===== config.mk =====
export PLATFORM = sky130hd
export DESIGN_NAME = tick_timer
export DESIGN_NICKNAME = d
export VERILOG_FILES = /design/src/rtl/tick_timer.sv
export SDC_FILE = /design/constraint.sdc
export NUM_CORES = 1
export LEC_CHECK = 0
export BUFFER_PORTS_ARGS = -buffer_cell sky130_fd_sc_hd__buf_2
export CAP_MARGIN = 30
export CORE_MARGIN = 5
export CORE_UTILIZATION = 40
export DETAILED_ROUTE_END_ITERATION = 10
export PLACE_DENSITY = 0.63
export SKIP_LAST_GASP = 1
export SYNTH_ARGS = -nofsm -noshare
export SYNTH_HDL_FRONTEND = slang
export SYNTH_SLANG_ARGS = --single-unit

===== constraint.sdc =====
create_clock -name clk -period 2.69 [get_ports clk]
set_input_delay 0.1345 -clock clk [delete_from_list [all_inputs] [get_ports clk]]
set_output_delay 0.1345 -clock clk [all_outputs]
set_load 0.005 [all_outputs]

===== src/rtl/tick_timer.sv =====
// tick_timer: syncs divider waves into clk-domain pulses, runs a seconds countdown, emits step.
// Optional low-time warning output is built only when TICK_TIMER_WARN_EN is defined.
module tick_timer #(
  parameter int SEC_W     = 8,
  parameter int START_SEC = 60,
  parameter int WARN_SEC  = 10
) (
  input  logic             clk,
  input  logic             rst,
  input  logic             clk_div_1,
  input  logic             clk_div_2,
  input  logic             clk_div_3,
  input  logic [1:0]       level,
  input  logic             start,
  input  logic             pause,
  output logic [SEC_W-1:0] time_left,
  output logic             step,
  output logic [1:0]       state,
  output logic             done,
  output logic             warn
);

  typedef enum logic [1:0] {
    IDLE  = 2'd0,
    RUN   = 2'd1,
    PAUSE = 2'd2,
    DONE  = 2'd3
  } state_t;

  localparam logic [SEC_W-1:0] START_V = SEC_W'(START_SEC);
  localparam logic [SEC_W-1:0] ONE_V   = SEC_W'(1);

  state_t           state_q;
  state_t           state_d;
  logic [2:0]       div_w;
  logic [2:0]       sync1_q;
  logic [2:0]       sync2_q;
  logic [2:0]       edge_q;
  logic [2:0]       rise_q;
  logic             any1_q;
  logic             step_src;
  logic             last_sec;
  logic [SEC_W-1:0] time_d;
  logic             step_d;
  logic             done_d;

  assign div_w    = {clk_div_3, clk_div_2, clk_div_1};
  assign last_sec = (time_left <= ONE_V);
  assign state    = state_q;

  // two-flop sync, edge register, then registered edge pulses
  always_ff @(posedge clk or posedge rst) begin
    if (rst) begin
      sync1_q <= '0;
      sync2_q <= '0;
      edge_q  <= '0;
      rise_q  <= '0;
      any1_q  <= 1'b0;
    end else begin
      sync1_q <= div_w;
      sync2_q <= sync1_q;
      edge_q  <= sync2_q;
      rise_q  <= sync2_q & ~edge_q;
      any1_q  <= sync2_q[0] ^ edge_q[0];
    end
  end

  // level picks which edge pulse drives step
  always_comb begin
    step_src = 1'b0;
    unique case (level)
      2'd0: step_src = rise_q[2];
      2'd1: step_src = rise_q[1];
      2'd2: step_src = rise_q[0];
      2'd3: step_src = any1_q;
      default: step_src = 1'b0;
    endcase
  end

  // state register
  always_ff @(posedge clk or posedge rst) begin
    if (rst) state_q <= IDLE;
    else     state_q <= state_d;
  end

  // next state; the final second beats a same-cycle pause
  always_comb begin
    state_d = state_q;
    unique case (state_q)
      IDLE:  if (start) state_d = RUN;
      RUN: begin
        if (rise_q[0] && last_sec) state_d = DONE;
        else if (pause)            state_d = PAUSE;
      end
      PAUSE: if (pause) state_d = RUN;
      DONE:  if (start) state_d = RUN;
      default: state_d = IDLE;
    endcase
  end

  // next values of the registered outputs
  always_comb begin
    time_d = time_left;
    step_d = 1'b0;
    done_d = 1'b0;
    unique case (state_q)
      IDLE: time_d = START_V;
      RUN: begin
        step_d = step_src;
        if (rise_q[0]) begin
          if (last_sec) begin
            time_d = '0;
            done_d = 1'b1;
          end else begin
            time_d = time_left - ONE_V;
          end
        end
      end
      PAUSE: time_d = time_left;
      DONE:  time_d = start ? START_V : '0;
      default: time_d = START_V;
    endcase
  end

  // output registers
  always_ff @(posedge clk or posedge rst) begin
    if (rst) begin
      time_left <= START_V;
      step      <= 1'b0;
      done      <= 1'b0;
    end else begin
      time_left <= time_d;
      step      <= step_d;
      done      <= done_d;
    end
  end

`ifdef TICK_TIMER_WARN_EN
  localparam logic [SEC_W-1:0] WARN_V = SEC_W'(WARN_SEC);

  logic warn_d;

  // warn follows the value time_left is about to take
  always_comb begin
    warn_d = 1'b0;
    if ((state_d == RUN) || (state_d == PAUSE))
      warn_d = (time_d != '0) && (time_d <= WARN_V);
  end

  // warn register, aligned with time_left
  always_ff @(posedge clk or posedge rst) begin
    if (rst) warn <= 1'b0;
    else     warn <= warn_d;
  end
`else
  // feature not built; the term folds to a constant 0
  assign warn = 1'b0 && (WARN_SEC != 0);
`endif

endmodule


* After elaboration in Yosys (flattened, before gate mapping)
Cells that the tools add are included.
** Operators by class
- Div/mod/pow operators :: 0
- Eq/ne operators :: 10
- Reduce and logical (&&, ||, !) cells :: 6
- Shifts and indexed selects :: 0
- Mux-type cells :: 14
- Add/subtract/negate cells :: 1
- Bitwise operators :: 4
- Magnitude comparators :: 1
- $mul :: 0
** Operators by type and width (count)
- $pmux 8 s3 :: 1
- $mux 8 :: 2
- $eq 2x2->1 const B :: 4
- $le 8x1->1 const B :: 1
- $mux 2 :: 4
- $sub 8x1->8 const B :: 1
- $mux 6 :: 1
- $pmux 2 s3 :: 1
- $eq 2x1->1 const B :: 2
- $logic_not 2->1 :: 2
- $mux 1 :: 4
- $ne 2x2->1 const B :: 2
- $pmux 1 s4 :: 1
- $and 3x3->3 :: 1
- $ne 3x3->1 const B :: 1
- $not 3->3 :: 1
- $reduce_and 3->1 :: 1
- $ne 2x1->1 const B :: 1
- $reduce_and 2->1 :: 1
- $reduce_or 2->1 :: 1
- $logic_and 1x1->1 :: 1
- $not 1->1 :: 1
- $xor 1x1->1 :: 1
** Storage, ports and cells
- Latch bits :: 0
- Input bits :: 9
- RAM bits :: 0
- Memories kept :: 0
- Output and inout bits :: 13
- Register bits after elaboration :: 25
- Logic and storage cells :: 45
- Bits in read-only memories :: 0

* Longest topological paths before layout
Gate-level depths: netlist of the first run.
- Depth after elaboration :: 4
- Depth in mapped cells :: 7
- Gate-level depth less buffers :: 6

* Worst setup path before layout of the first run
OpenSTA, ideal clock, no wires.
- Path type :: register to register
- Start :: register time_left[3]
- End :: register time_left[7]
- Arrival time :: 1.633 ns
- Data required time :: 2.568 ns
- Setup time :: 0.122 ns
- Setup slack :: 0.935 ns
- Stages on the path, launching flop included :: 4
- Clock period less this slack :: 1.755 ns
- Buffers on the path :: 0
- Cells stage by stage :: dfstp_2 -> or4_4 -> o41a_1 -> a32o_1
** On the way
- Longest elaborated chain between the ends :: 4
- Elaborated cells on any way between the ends :: 5
- Classes of those cells :: 1 x add/sub; 1 x order compare; 3 x mux
** RTL lines
- start: declaration :: RTL line 16 : output logic [SEC_W-1:0] time_left,
- start signal: assignment :: RTL line 132 : time_left <= time_d;
- $sub 8x1->8 or $le 8x1->1 (tied branches) :: RTL line 115, 48
- $mux 8 (*) :: RTL line 111 : if (last_sec) begin
- $mux 8 (*) :: RTL line 110 : if (rise_q[0]) begin
- $pmux 8 s3 (*) :: RTL line 106 : unique case (state_q)
Every way passes the cells marked *; elsewhere a longest branch is shown, timed or not. The select of a mux whose other input is x is not followed.
A chain may end at the register's enable or synchronous reset.

* Worst setup path after layout of the first run
Same ends and word-level chain as after synthesis.

==> flow_summary.json, run 1 <==
{
  "wire_per_inst_um": 12.8,
  "grt_remaining_overflow": 0,
  "cts_made_buffers": 3,
  "vias_per_cell": 5.24,
  "port_buffers": 20,
  "cts_sinks": 25,
  "critPathSlowestCell": "or4_4",
  "clockBufferDepth": 2,
  "post_cts_resized": 0,
  "cts_hold_buf": 3,
  "synth_top_cell_area_share_pct": 45.6,
  "drtIter0Drc": 26,
  "synth_top_area_cell": "dfrtp_1",
  "rows": 19,
  "n_antenna_cell": 0,
  "tns_ns": 0,
  "critPathTopFamily": "compound AO/OA/AOI/OAI gates",
  "synth_cell_type_count": 35,
  "dieArea_mm2": 0.00405,
  "syn_inst": 108,
  "chipWidth_um": 63.7,
  "final_cell_count_no_fill": 165,
  "initial_core_util_pct": 41.8,
  "synth-warning-count": 0,
  "post-cts-setup-buffer-count": 0,
  "reg2reg_from": "time_left[3]$_DFFE_PP1P_",
  "layout_min_cycle_time_ns": 1.88,
  "synth_area_leaders": "dfrtp_1 46%, dfstp_2 9.1%, ha_1 6.5%, a21oi_1 4.3%, inv_1 4.2%",
  "die_h_um": 63.7,
  "cts_root_buffer": "clkbuf_4",
  "required_ns": 2.91,
  "dp_hpwl_mm": 1.59,
  "finalWirelength_mm": 2.11,
  "cp.arrival_ns": 2.10,
  "slew_viol_final": 0,
  "drtAntennaViolNets": 0,
  "final-setup-viol-count": 0,
  "nNetsFinal": 150,
  "multi_input_area_um2": 458,
  "ys_seq_elements": 25,
  "fp.coreArea_mm2": 0.00276,
  "drc": 0,
  "cp-end-kind": "register",
  "syn_area_mm2": 0.00115,
  "cp-start-kind": "register",
  "critPathCapture": "time_left[7]$_DFFE_PP0P_",
  "p_per_area_mw_per_mm2": 968,
  "max_freq_mhz": 531,
  "r2r_slack_ns": 0.81,
  "vias": 865,
  "synth-edff-count": 0,
  "first_pass_iters": 4,
  "grt_pass1_vias": 796,
  "synth_nets": 123,
  "clkTransAtPathRegs_ns": 0.14,
  "grt_first_pass_wirelength_mm": 3.53,
  "crit_chain": "or4_4, o41ai_4, o21ai_1, a32o_1",
  "drive_above_1_share_pct": 25.4,
  "synth_top_flop_cell": "dfrtp_1",
  "ys_seq_area_share_pct": 54.7,
  "ff2ff_path_depth": 4,
  "insertion_delay_ns": 0.31,
  "leakagePower_uw": 0.000656,
  "max_stage_delay_ns": 0.58,
  "finClkSkew_ns": 0.00556,
  "path_class": "reg -> reg",
  "hold_class": "in -> reg",
  "peakVddDrop_v": 0.000540,
  "cts_tree": "yes",
  "syn_area_per_cell_um2": 10.7,
  "synthArstFlopShare_pct": 100,
  "slew_headroom_pct": 65.3,
  "gp_congestion": 0.794,
  "outcome": "completed",
  "min_period_over_period_pct": 70.0,
  "timing.critical_path.from": "time_left[3]$_DFFE_PP1P_",
  "hold_violations": 0,
  "drv_cap": 0,
  "r2r-end": "time_left[7]$_DFFE_PP0P_",
  "cts_htree_levels": 1,
  "placedCellCount": 156,
  "cp_num_cells": 4,
  "grt_usage_pct": 10.8,
  "regArea_um2": 631,
  "antenna_found_initial": 0,
  "io_pins": 22,
  "rsz0062_at_grt": "no",
  "grt_max_degree": 26,
  "fillerInstances": 264,
  "worstMarginPinSlew_ns": 0.516,
  "path_max_fanout": 6,
  "crit_buf_inv": 0,
  "syn2layout_area_growth_pct": 19.2
}
-- cell type report --
cell class                      instances  area share, %
Clock inverter                          1          0.546
Inverter                               13           3.55
Timing Repair Buffer                   25           12.2
Multi-Input combinational cell         67           33.3
Tap cell                               31           2.82
Clock buffer                            3           1.64
Sequential cell                        25           45.9
-- through the flow --
stage / total power [uW] / hold slack (ns) / util [%] / cell area [um2] / setup WS [ns]
finish: 1330 / 0.154 / 49.8 / 1370 / 0.808
CTS: 1340 / 0.0229 / 48.5 / 1340 / 0.804
global route: 1450 / 0.148 / 49.8 / 1370 / 0.719
floorplan: 994 / 0.159 / - / 1150 / 0.935
detailed placement: 1170 / 0.244 / 46.3 / 1280 / 0.817
global placement: 1150 / 0.242 / 46.3 / 1280 / 0.894
-- how the worst min path moves through the flow --
stage,startpoint,to,slack (ns),cells after the start
floorplan,rst,any1_q$_DFF_PP0_,0.16,1
global route,pause,state[1]$_DFFE_PP0P_,0.15,3
finish,pause,state[1]$_DFFE_PP0P_,0.15,3
detailed placement,clk_div_1,sync1_q[0]$_DFF_PP0_,0.24,1
global placement,clk_div_2,sync1_q[1]$_DFF_PP0_,0.24,1
CTS,rst,edge_q[2]$_DFF_PP0_,0.02,2
-- synthesized netlist by cell type, drive strengths merged, types with 2 or more instances --
library cell	instances
and3	2
a21oi	10
clkbuf	2
o21ai	6
nor2b	2
nand2	9
nor2	5
a31oi	3
ha	6
nand2b	2
nor3	3
inv	13
dfrtp	21
and2	2
dfstp	4
-- logic make-up (layout without fill, tap and decap cells) --
kind of cell / after synthesis / count (layout) / synth area share (%)
AOI/OAI and AO/OA: 27 / 27 / 16.1
adders and majority gates: 6 / 6 / 6.51
buffers and inverters: 16 / 42 / 5.54
DFF: 25 / 25 / 54.7
muxes: 1 / 1 / 1.95
other: 1 / 1 / 0.325
and+or+nand+nor: 32 / 32 / 14.9
-- registers in the layout (all words and copies together), names as in the netlist --
signal	flops
sync2_q	3
sync1_q	3
time_left	8
step	1
any1_q	1
rise_q	3
done	1
edge_q	3
state	2
-- power breakdown --
group	switching [uW]	internal [uW]
registers	96.1	477
logic	337	254
clock network	109	56.6
total	542	787
-- per-layer routing --
metal	share of wire (%)	global-route usage [%]	routed length (um)	up-vias
met5	0	0	0	-
met4	0.66	3.90	14	0
met3	5.4	3.20	114	2
met2	47	15.9	989	17
met1	47	15.0	990	425
li1	-	-	-	421
-- cell usage in the layout (no fill, tap or decap) --
master / n
dfrtp_1: 21
nand2_1: 9
mux4_2: 1
dlygate4sd3_1: 4
dfstp_2: 4
a21oi_1: 10
o21ai_1: 1
o211ai_1: 1
buf_2: 20
o41a_1: 1
inv_1: 13
ha_1: 6
nand4_1: 1
a32o_1: 1
conb_1: 1
or2_2: 1
o22ai_1: 1
a211oi_1: 1
clkinvlp_4: 1
o21ai_0: 5
nor2b_1: 2
o41ai_4: 1
nor3b_1: 1
nor3_1: 2
o22a_1: 1
nor2_1: 5
nand3_1: 1
a31oi_1: 3
or3_1: 1
or4_4: 1
and3_1: 2
clkbuf_4: 3
nor4_1: 1
nand2b_1: 2
o31ai_1: 1
buf_16: 1
nor3_2: 1
and2_1: 2
-- tightest hold or removal path, cell delays in order --
cell	delay, ns
buf_2	0.12
a21oi_1	0.05
a21oi_1	0.13
No activity file was read; power rests on OpenSTA's default activity.
==> run 2, diff against run 1 <==
--- a/config.mk
+++ b/config.mk
@@ -5,6 +5,7 @@
 export SDC_FILE = /design/constraint.sdc
 export NUM_CORES = 1
 export LEC_CHECK = 0
+export ABC_AREA = 1
 export BUFFER_PORTS_ARGS = -buffer_cell sky130_fd_sc_hd__buf_2
 export CAP_MARGIN = 30
 export CORE_MARGIN = 5
==> constraint.sdc (replaced) <==
create_clock -name clk -period 1.9 [get_ports clk]
set_input_delay 0.095 -clock clk [delete_from_list [all_inputs] [get_ports clk]]
set_output_delay 0.095 -clock clk [all_outputs]
set_load 0.005 [all_outputs]
==> flow_summary.json, run 2 <==
{
  "cp-start-kind": "register",
  "critPathSlowestCell": "dfrtp_1",
  "ff2ff_path_depth": 8,
  "synth_top_cell_area_share_pct": 45.2,
  "grt_usage_pct": 11.8,
  "post-cts-setup-buffer-count": 0,
  "top_register": "time_left",
  "tns_ns": 0,
  "min_from": "level[1]",
  "drive_above_1_share_pct": 22.6,
  "syn2layout_area_growth_pct": 18.9,
  "syn_area_mm2": 0.00116,
  "cts_hold_buf": 5,
  "holdWs_ns": 0.0850,
  "synth.most_common_cell": "nand2_1",
  "finalWirelength_mm": 2.09,
  "syn_inst": 130,
  "max_freq_mhz": 614,
  "post_cts_resized": 0,
  "finClkSkew_ns": 0.00454,
  "dp_hpwl_mm": 1.62,
  "required_ns": 2.13,
  "wire_per_inst_um": 11.0,
  "r2r-end": "time_left[6]$_DFFE_PP0P_",
  "ys_seq_area_share_pct": 54.3,
  "cts_htree_levels": 1,
  "final-setup-viol-count": 0,
  "outcome": "completed",
  "r2r_slack_ns": 0.27,
  "cp-end-kind": "register",
  "final_common_cell": "nand2_1",
  "clockBufferDepth": 2,
  "ys_seq_elements": 25,
  "antenna_found_initial": 0,
  "whs_endpoint": "step$_DFF_PP0_",
  "dieArea_mm2": 0.00408,
  "insertion_delay_ns": 0.32,
  "max_stage_delay_ns": 0.44,
  "cts_tree": "yes",
  "io_pins": 22,
  "chipWidth_um": 63.9,
  "hold_violations": 0,
  "critPathTopFamily": "flip-flops",
  "peakVddDrop_v": 0.000659,
  "crit_buf_inv": 2,
  "rsz0062_at_grt": "no",
  "p_per_area_mw_per_mm2": 1300,
  "cp.arrival_ns": 1.86,
  "most-common-layout-cells": "29 x nand2_1, 26 x inv_1, 21 x dfrtp_1",
  "syn_area_per_cell_um2": 8.94,
  "synthArstFlopShare_pct": 100,
  "synth-edff-count": 0,
  "rows": 19,
  "slew_viol_final": 0,
  "vias_per_cell": 4.61,
  "nNetsFinal": 175,
  "synth_area_leaders": "dfrtp_1 45%, nand2_1 9.4%, dfstp_2 9.0%, inv_1 8.4%, ha_1 6.5%",
  "reg2reg_from": "state[1]$_DFFE_PP0P_",
  "fp.coreArea_mm2": 0.00278,
  "clkTransAtPathRegs_ns": 0.15,
  "path_class": "reg -> reg",
  "critPathMostFrequentCell": "nand2_1",
  "synth-warning-count": 0,
  "synth_cell_type_count": 23,
  "synth_top_flop_cell": "dfrtp_1",
  "synthTopCellsByCount": "29 x nand2_1, 26 x inv_1, 21 x dfrtp_1",
  "path_max_fanout": 10,
  "drc": 0,
  "drtAntennaViolNets": 0,
  "min_period_over_period_pct": 85.8,
  "synth_nets": 145,
  "whs_path_depth": 4,
  "gp_congestion": 0.850,
  "drtIter0Drc": 29,
  "synth_top_area_cell": "dfrtp_1",
  "port_buffers": 20,
  "die_h_um": 63.9,
  "cts_made_buffers": 3,
  "grt_max_degree": 17,
  "drv_cap": 0,
  "n_antenna_cell": 0,
  "cts_root_buffer": "clkbuf_4",
  "initial_core_util_pct": 41.8,
  "largest_reg_flops": 8,
  "vias": 876,
  "leakagePower_uw": 0.000750,
  "crit_chain": "inv_1, ha_1, a21oi_4, inv_4, nor3_4, nand2_1, nand2_1, nor2_1",
  "cts_sinks": 25,
  "layout_min_cycle_time_ns": 1.63,
  "grt_pass1_vias": 926,
  "grt_remaining_overflow": 0,
  "grt_first_pass_wirelength_mm": 3.88,
  "hold_class": "in -> reg",
  "first_pass_iters": 4
}
run 2: changes by cell type in the layout (fill, tap and decap cells not counted), moves of 5 or more:
| cell | previous run | this run |
|---|---|---|
| inv_1 | 13 | 26 |
| nand2_1 | 9 | 29 |
| a21oi_1 | 10 | 5 |
| nor2_1 | 5 | 10 |
| nand3_1 | 1 | 7 |
run 2: worst max-delay path by stage:
stage | from | to | depth (start not counted)
final | state[1]$_DFFE_PP0P_ | time_left[6]$_DFFE_PP0P_ | 8
after global routing | state[1]$_DFFE_PP0P_ | time_left[6]$_DFFE_PP0P_ | 8
after CTS | state[1]$_DFFE_PP0P_ | time_left[6]$_DFFE_PP0P_ | 8
after detailed placement | state[1]$_DFFE_PP0P_ | time_left[6]$_DFFE_PP0P_ | 8
after global placement | state[1]$_DFFE_PP0P_ | time_left[6]$_DFFE_PP0P_ | 8
after floorplan | state[0]$_DFFE_PP0P_ | time_left[6]$_DFFE_PP0P_ | 7
run 2: area by class of cell:
| type | count | area, um2 |
|---|---|---|
| repair buffers | 26 | 158 |
| fillers | 262 | 1400 |
| inverters | 28 | 108 |
| flip-flops and latches | 25 | 631 |
| well taps | 31 | 38.8 |
| multi-input cells | 76 | 417 |
| clock inverters | 1 | 8.76 |
| clock buffers | 3 | 22.5 |
run 2: worst min-delay path, cell delays in order:
cell and delay, ns:
buf_2 0.09, nand2_1 0.05, a21oi_1 0.11, a211oi_1 0.05
run 2: kinds of logic (layout without fill, tap and decap cells):
kind of cell             count (synthesis)  count (layout)  synth area share, %
AO/OA/AOI/OAI                           16              16                 8.61
adder cells (fa/ha/maj)                  6               6                 6.46
buffers and inverters                   29              58                 9.90
flip-flops                              25              25                 54.3
other                                    1               1                0.323
AND/OR/NAND/NOR                         53              53                 20.5
run 2: through the flow:
step / setup WS, ns / std cells / instance area, um2 / power [uW] / util [%]
final: 0.270 / 190 / 1380 / 1790 / 49.7
after global routing: 0.107 / 190 / 1380 / 1980 / 49.7
after CTS: 0.266 / 190 / 1380 / 1820 / 49.7
after detailed placement: 0.294 / 181 / 1300 / 1540 / 46.8
after global placement: 0.328 / 181 / 1300 / 1530 / 46.8
after floorplan: 0.418 / 130 / 1160 / 1330 / -
run 2: power breakdown:
group | leakage, uW | internal, uW | switching [uW]
sequential | 0.000303 | 658 | 82.3
clock | 0.0000183 | 85.7 | 171
combinational | 0.000429 | 290 | 506
total | 0.000750 | 1030 | 760
run 2: metal layers:
layer  vias to the layer above  global-route usage (%)  part of all wire, %
met5                         -                       0                    0
met1                       403                    14.9                   47
li1                        457                       -                    -
met2                        14                    19.6                   48
met3                         2                    1.75                  3.7
met4                         0                    5.45                 0.96
==> run 3, diff against run 2 <==
--- a/config.mk
+++ b/config.mk
@@ -11,7 +11,8 @@
 export CORE_MARGIN = 5
 export CORE_UTILIZATION = 40
 export DETAILED_ROUTE_END_ITERATION = 10
-export PLACE_DENSITY = 0.63
+export GPL_TIMING_DRIVEN = 0
+export PLACE_DENSITY = 0.59
 export SKIP_LAST_GASP = 1
 export SYNTH_ARGS = -nofsm -noshare
 export SYNTH_HDL_FRONTEND = slang
==> flow_summary.json, run 3 (synthesis gave the netlist of run 2 again) <==
{
  "cts_made_buffers": 3,
  "ff2ff_path_depth": 8,
  "p_clk_share_pct": 13.6,
  "path_class": "reg -> reg",
  "min_period_over_period_pct": 88.4,
  "seq_power_share_pct": 41.5,
  "n_antenna_cell": 0,
  "port_buffers": 20,
  "cts_root_buffer": "clkbuf_4",
  "rows": 19,
  "cts_tree": "yes",
  "grt_pass1_vias": 841,
  "cp.arrival_ns": 1.91,
  "leakagePower_uw": 0.000755,
  "final-setup-viol-count": 0,
  "r2r-end": "state[1]$_DFFE_PP0P_",
  "drtIter0Drc": 16,
  "p_sw_share_pct": 42.0,
  "outcome": "completed",
  "whs_path_depth": 3,
  "hold_class": "in -> reg",
  "rsz0062_at_grt": "no",
  "holdWs_ns": 0.0269,
  "grt_first_pass_wirelength_mm": 3.60,
  "wire_per_inst_um": 10.4,
  "drc": 0,
  "post-cts-setup-buffer-count": 0,
  "largest_reg_flops": 8,
  "reg2reg_from": "state[1]$_DFFE_PP0P_",
  "grt_remaining_overflow": 0,
  "tns_ns": 0,
  "gp_congestion": 0.785,
  "pwr-share-comb_pct": 44.9,
  "drv_cap": 0,
  "power_switching_uw": 747,
  "insertion_delay_ns": 0.32,
  "nNetsFinal": 175,
  "fillerInstances": 272,
  "post_cts_resized": 0,
  "globalRouteMet3Util_pct": 4.03,
  "finClkSkew_ns": 0.0107,
  "grt_max_degree": 26,
  "required_ns": 2.13,
  "timing.critical_path.from": "state[1]$_DFFE_PP0P_",
  "grt_util_met2_pct": 18.1,
  "fp.coreArea_mm2": 0.00278,
  "vias": 881,
  "path_max_fanout": 10,
  "most-common-layout-cells": "29 x nand2_1, 26 x inv_1, 21 x dfrtp_1",
  "cts_sinks": 25,
  "top_usage_layer": "met2",
  "dp_hpwl_mm": 1.48,
  "drtAntennaViolNets": 0,
  "clockBufferDepth": 2,
  "io_pins": 22,
  "antenna_found_initial": 0,
  "intPower_uw": 1030,
  "slew_viol_final": 0,
  "cp-end-kind": "register",
  "finalWirelength_mm": 1.98,
  "met1_usage_pct": 13.3,
  "cts_htree_levels": 1,
  "max_freq_mhz": 595,
  "clkTransAtPathRegs_ns": 0.14,
  "chipWidth_um": 63.9,
  "cp-start-kind": "register",
  "final_common_cell": "nand2_1",
  "grt_usage_pct": 10.9,
  "initial_core_util_pct": 41.8,
  "layout_min_cycle_time_ns": 1.68,
  "hold_violations": 0,
  "p_per_area_mw_per_mm2": 1270,
  "critPathCapture": "state[1]$_DFFE_PP0P_",
  "vias_per_cell": 4.64,
  "cts_hold_buf": 4,
  "r2r_slack_ns": 0.22,
  "first_pass_iters": 4,
  "top_register": "time_left",
  "dieArea_mm2": 0.00408,
  "drive_above_1_share_pct": 23.3,
  "die_h_um": 63.9,
  "peakVddDrop_v": 0.000943,
  "syn2layout_area_growth_pct": 20.3
}
==> run 3: worst min-delay path by stage <==
| stage | slack (ns) | start | end |
|---|---|---|---|
| after detailed placement | 0.21 | clk_div_2 | sync1_q[1]$_DFF_PP0_ |
| after global placement | 0.20 | clk_div_3 | sync1_q[2]$_DFF_PP0_ |
| after CTS | 0.02 | level[0] | step$_DFF_PP0_ |
| final | 0.03 | level[0] | step$_DFF_PP0_ |
| after floorplan | 0.12 | rst | any1_q$_DFF_PP0_ |
| after global routing | 0.03 | level[0] | step$_DFF_PP0_ |
==> run 3: metal layers <==
layer  share of wire (%)  up-vias
li1                    -      456
met1                  47      403
met2                  45       20
met3                 6.2        2
met4                 1.0        0
met5                   0        -
==> run 3: power by group through the flow <==
stage          logic [uW]  registers (uW)  clock network (uW)
4_1_cts               803             739                 255
2_1_floorplan         578             749                   0
6_report              799             739                 242
3_3_place_gp          780             744                   0
3_5_place_dp          794             750                   0
5_1_grt               925             757                 282
==> run 3: layout make-up <==
| type | count | area (um2) | area share [%] |
|---|---|---|---|
| flip-flops and latches | 25 | 631 | 45.1 |
| multi-input cells | 76 | 417 | 29.8 |
| repair buffers | 25 | 168 | 12.0 |
| inverters | 28 | 108 | 7.69 |
| well taps | 31 | 38.8 | 2.77 |
| clock buffers | 3 | 22.5 | 1.61 |
| clock inverters | 1 | 7.51 | 0.537 |
| plain buffers | 1 | 7.51 | 0.537 |
==> run 3: critical path, cell delays in order (launching register included) <==
cell	delay, ns
dfrtp_1	0.44
inv_1	0.07
ha_1	0.27
a21oi_4	0.34
nand2_1	0.18
nand2_2	0.11
nand2_1	0.07
nand2_1	0.06
nand2_1	0.05
==> run 3: per-stage QoR <==
step | utilization [%] | power, uW | setup slack, ns | std cells | instance area (um2)
2_1_floorplan | - | 1330 | 0.418 | 130 | 1160
4_1_cts | 49.3 | 1800 | 0.221 | 189 | 1370
5_1_grt | 50.3 | 1960 | 0.0702 | 190 | 1400
3_5_place_dp | 46.8 | 1540 | 0.236 | 181 | 1300
6_report | 50.3 | 1780 | 0.220 | 190 | 1400
3_3_place_gp | 46.8 | 1520 | 0.288 | 181 | 1300
